File: src/rtl/run_detector_pkg.sv
// Shared mode encodings and run-qualification rule for the run detector.
package run_det_pkg;

    localparam logic [1:0] MODE_ONES   = 2'b00;
    localparam logic [1:0] MODE_ZEROS  = 2'b01;
    localparam logic [1:0] MODE_EITHER = 2'b10;
    localparam logic [1:0] MODE_ALT    = 2'b11;

    // A full-length run only counts if its bit polarity suits the mode.
    function automatic logic qualify(input logic [1:0] m, input logic b);
        case (m)
            MODE_ONES:  return b;
            MODE_ZEROS: return !b;
            default:    return 1'b1;
        endcase
    endfunction

endpackage

File: src/rtl/run_detector_sat_counter.sv
// Saturating up-counter with synchronous clear and load; clr > load > inc.
module sat_counter #(
    parameter int             W   = 8,
    parameter logic [W-1:0]   MAX = {W{1'b1}}
) (
    input  logic         clk,
    input  logic         reset,
    input  logic         inc,
    input  logic         load,
    input  logic [W-1:0] load_val,
    input  logic         clr,
    output logic [W-1:0] count
);

    always_ff @(posedge clk) begin
        if (reset) begin
            count <= '0;
        end else if (clr) begin
            count <= '0;
        end else if (load) begin
            count <= load_val;
        end else if (inc && (count != MAX)) begin
            count <= count + W'(1);
        end
    end

endmodule

File: src/rtl/run_detector.sv
// Moore run-length detector: flags RUN_LEN qualifying samples in a row and
// counts detected runs in a saturating hit counter.
module run_detector
    import run_det_pkg::*;
#(
    parameter int RUN_LEN = 4,
    parameter int HIT_W   = 8,
    parameter int CNT_W   = $clog2(RUN_LEN + 1)
) (
    input  logic             clk,
    input  logic             reset,
    input  logic             en,
    input  logic             w,
    input  logic [1:0]       mode,
    input  logic             clr_hits,
    output logic             z,
    output logic [CNT_W-1:0] run,
    output logic             last_w,
    output logic [HIT_W-1:0] hits
);

    logic [1:0] mode_q;
    logic       has_last;
    logic       mode_chg;
    logic       accept;
    logic       cont;
    logic       z_next;
    logic       hit_inc;

    assign mode_chg = (mode != mode_q);
    assign accept   = en && !mode_chg;
    assign cont     = has_last && ((mode_q == MODE_ALT) ? (w != last_w) : (w == last_w));

    assign z = (run == CNT_W'(RUN_LEN)) && qualify(mode_q, last_w);

    // Next-state z derived without a run_next copy: only a continuing sample
    // that lands run on RUN_LEN can hold or raise it.
    always_comb begin
        z_next = z;
        if (mode_chg) begin
            z_next = 1'b0;
        end else if (accept) begin
            z_next = cont && (run >= CNT_W'(RUN_LEN - 1)) && qualify(mode_q, w);
        end
    end

    assign hit_inc = z_next && !z;

    always_ff @(posedge clk) begin
        if (reset) begin
            last_w   <= 1'b0;
            has_last <= 1'b0;
            mode_q   <= mode;
        end else if (mode_chg) begin
            mode_q   <= mode;
            has_last <= 1'b0;
        end else if (en) begin
            last_w   <= w;
            has_last <= 1'b1;
        end
    end

    sat_counter #(
        .W   (CNT_W),
        .MAX (CNT_W'(RUN_LEN))
    ) u_run (
        .clk      (clk),
        .reset    (reset),
        .inc      (accept && cont),
        .load     (accept && !cont),
        .load_val (CNT_W'(1)),
        .clr      (mode_chg),
        .count    (run)
    );

    sat_counter #(
        .W   (HIT_W),
        .MAX ({HIT_W{1'b1}})
    ) u_hits (
        .clk      (clk),
        .reset    (reset),
        .inc      (hit_inc),
        .load     (1'b0),
        .load_val ({HIT_W{1'b0}}),
        .clr      (clr_hits),
        .count    (hits)
    );

endmodule
File: config.mk
export PLATFORM = sky130hd
export DESIGN_NAME = run_detector
export DESIGN_NICKNAME = d
export VERILOG_FILES = /design/src/rtl/run_detector_pkg.sv /design/src/rtl/run_detector_sat_counter.sv /design/src/rtl/run_detector.sv
export SDC_FILE = /design/constraint.sdc
export NUM_CORES = 1
export LEC_CHECK = 0
export CORE_MARGIN = 2
export CORE_UTILIZATION = 43
export DETAILED_ROUTE_END_ITERATION = 12
export PLACE_DENSITY = 0.72
export SETUP_SLACK_MARGIN = 0.5
export SLEW_MARGIN = 0
export SYNTH_ARGS = -nofsm -noshare
export SYNTH_HDL_FRONTEND = slang
export SYNTH_SLANG_ARGS = --single-unit
File: constraint.sdc
create_clock -name clk -period 2.3 [get_ports clk]
set_input_delay 0.23 -clock clk [delete_from_list [all_inputs] [get_ports clk]]
set_output_delay 0.23 -clock clk [all_outputs]
set_load 0.01 [all_outputs]
==> flow_summary.ini, run 1 <==
[outcome]
outcome = complete, no violations

[sta]
fmax_ghz = 0.456
finalCriticalPeriod_ns = 2.19
fin_ws_ns = 0.108
relSlewSlack_pct = 70.8
finalSetupTns_ns = 0
rsz0062_at_grt = yes
holdWs_ns = 0.489
fin_crit_sh_pct = 95.3
fin_worst_skew_ns = 0.00590
hold_viol = 0
setup_viol = 0
tightest_slew_ns = 0.435
drv_slew = 0

[worst_setup_path]
crit_type = reg2reg
cp_num_buf_inv = 1
r2r-start = mode_q[1]
cp_top_family = simple AND/OR/NAND/NOR gates
crit_path_start = mode_q[1]
crit_fanout = 8
endpoint_kind = flop
r2r_setup_slack_ns = 0.11
arrival_ns = 2.43
r2r_end = u_hits.count[0]
cp_slowest_cell = or4b_4
rr_worst_depth = 6
slowest_delay_ns = 0.58
startpoint_type = flop
critPathRequiredTime_ns = 2.54
crit_path_cell_trace = xor2_1, or3b_1, or4b_4, buf_6, or3_4, a21oi_2

[logic_synthesis]
synthArstFlopShare_pct = 0
syn-cell-area_um2 = 840
synth.distinct_cells = 35
synthesis.nets = 106
ys_seq_area_share_pct = 38.2
syn_inst = 95
synth_ff_type = dfxtp_1
syn_avg_cell_area_um2 = 8.84
yosysWarnings = 0
ys_ff_latch = 15
synth_edf_count = 2

[final_layout]
nNetsFinal = 135
drive_gt1_share_pct = 23.6
final_cell_mix = clkdlybuf4s50_1, dfxtp_1, buf_4
diodes = 0
layout_commonest_cell = clkdlybuf4s50_1
area_delta_synth_final_pct = 39.3

[clocking]
cts_buffer_depth = 2
numCtsBuffers = 3
clk_latency_ns = 0.29
cts-root-buf = clkbuf_4
cts_num_sinks = 15
h-tree-depth = 1
clk_pin_slew_ns = 0.09
tritoncts = yes

[routing]
vias = 805
postRouteAntennaNets = 0
wl_mm = 1.75
drt_pass1_iterations = 4
drtIter0Drc = 12
drc_errors = 0
wire_per_inst_um = 11.8
via_per_inst = 5.44

[die]
fp.dieArea_um2 = 2320
die_x_um = 48.2
start_util_pct = 47.1
core_area_um2 = 1780
rows = 15
die_y_um = 48.2
io_pins = 20

[power_and_ir_drop]
p_leak_nw = 0.425
vdd_drop_max_mv = 0.341
p_per_area_nw_per_um2 = 416

[place]
port_buffers = 19
dp_hpwl_mm = 1.27
routabilityCongestion = 0.805
dp_slack_ns = -0.207

[global_routing]
gr-usage-all-layers_pct = 17.2
grt_pass1_vias = 659
grt_pass1_wl_mm = 2.80
antenna_found_initial = 0
grt_max_degree = 13
grt_overflow = 0

[worst_hold_path]
hp-start = has_last
worstHoldPathCells = 2
hold_class = reg2reg
min_to = has_last

[flow_run]
drv_cap = 0
[cell families after synthesis]
kind of cell | synth area share, %
AND/OR/NAND/NOR | 23.0
AO/OA/AOI/OAI | 19.4
multiplexers | 2.38
buffers and inverters | 5.96
XOR/XNOR | 5.22
adder cells (fa/ha/maj) | 5.96
flip-flops | 38.2
[Yosys cell counts, types with 2 or more instances]
library cell	count	area share [%]
mux2i_1	2	2.4
o21ai_0	4	2.4
nor2_1	7	3.1
o31ai_1	5	4.5
inv_1	6	2.7
nand2_1	4	1.8
or4_1	5	4.5
or3_2	2	1.8
edfxtp_1	2	7.2
clkbuf_1	2	0.89
nand3_1	2	1.2
a21oi_1	10	6.0
nand4_1	2	1.5
xnor2_1	2	2.1
dfxtp_1	13	31
and3_1	2	1.5
xor2_1	3	3.1
ha_1	4	6.0
a21boi_0	2	1.8
[registers in the layout, summed over array words and instances (netlist names)]
register,count
u_hits.count,8
mode_q,2
has_last,1
u_run.count,3
last_w,1
[tightest hold or removal path, stage by stage (launching register included)]
cell     delay, ns
dfxtp_1       0.34
nor2_1        0.05
nor2_1        0.07
[cell type report]
type	count	area [µm²]
Clock buffer	3	22.5
Clock inverter	1	5.00
Fill cell	160	613
Inverter	6	22.5
Multi-Input combinational cell	69	502
Sequential cell	15	323
Tap cell	25	31.3
Timing Repair Buffer	29	264
[what timing repair did]
| item | CTS | global route |
|---|---|---|
| setup endpoints to repair | 9 | 10 |
| pin swaps | 10 | 4 |
| resized for setup | 4 | 11 |
| buffers inserted | 2 | 0 |
| hold buffers | 0 | 0 |
[worst max-delay path by stage]
stage                                 end  depth (start not counted)
final                     u_hits.count[0]                          6
after global routing      u_hits.count[0]                          6
after CTS                 u_hits.count[0]                          6
after detailed placement  u_hits.count[5]                          6
after global placement    u_hits.count[7]                          6
after floorplan           u_hits.count[2]                          7
[metrics by stage]
stage	instance area, µm²	total power [mW]	util (%)	std cells
floorplan	840	0.310	-	95
global placement	1090	0.335	61.3	142
detailed placement	1090	0.336	61.3	142
CTS	1140	0.488	63.9	148
global route	1170	0.507	65.6	148
finish	1170	0.487	65.6	148
[power by group]
group / internal (mW) / total [mW] / switching [mW] / leakage (nW)
Sequential: 0.271 / 0.275 / 0.00414 / 0.127
Clock: 0.0648 / 0.156 / 0.0908 / 0.0177
Combinational: 0.0307 / 0.0558 / 0.0251 / 0.281
[per-layer routing]
layer  vias to the layer above  routed length (µm)  part of all wire, %  GRT usage, %
li1                        411                   -                    -             -
met1                       372                 889                   51          24.8
met2                        17                 756                   43          24.2
met3                         5                  65                  3.7          2.22
met4                         0                  36                  2.1          9.73
met5                         -                   0                    0             0
(Power assumes the default switching activity.)
==> run 2, diff against run 1 <==
--- a/config.mk
+++ b/config.mk
@@ -7,6 +7,7 @@
 export LEC_CHECK = 0
 export CORE_MARGIN = 2
 export CORE_UTILIZATION = 43
+export CTS_CLUSTER_DIAMETER = 40
 export DETAILED_ROUTE_END_ITERATION = 12
 export PLACE_DENSITY = 0.72
 export SETUP_SLACK_MARGIN = 0.5
==> results of run 2 <==
Final layout, timing and power as in run 1 (identical DEF).
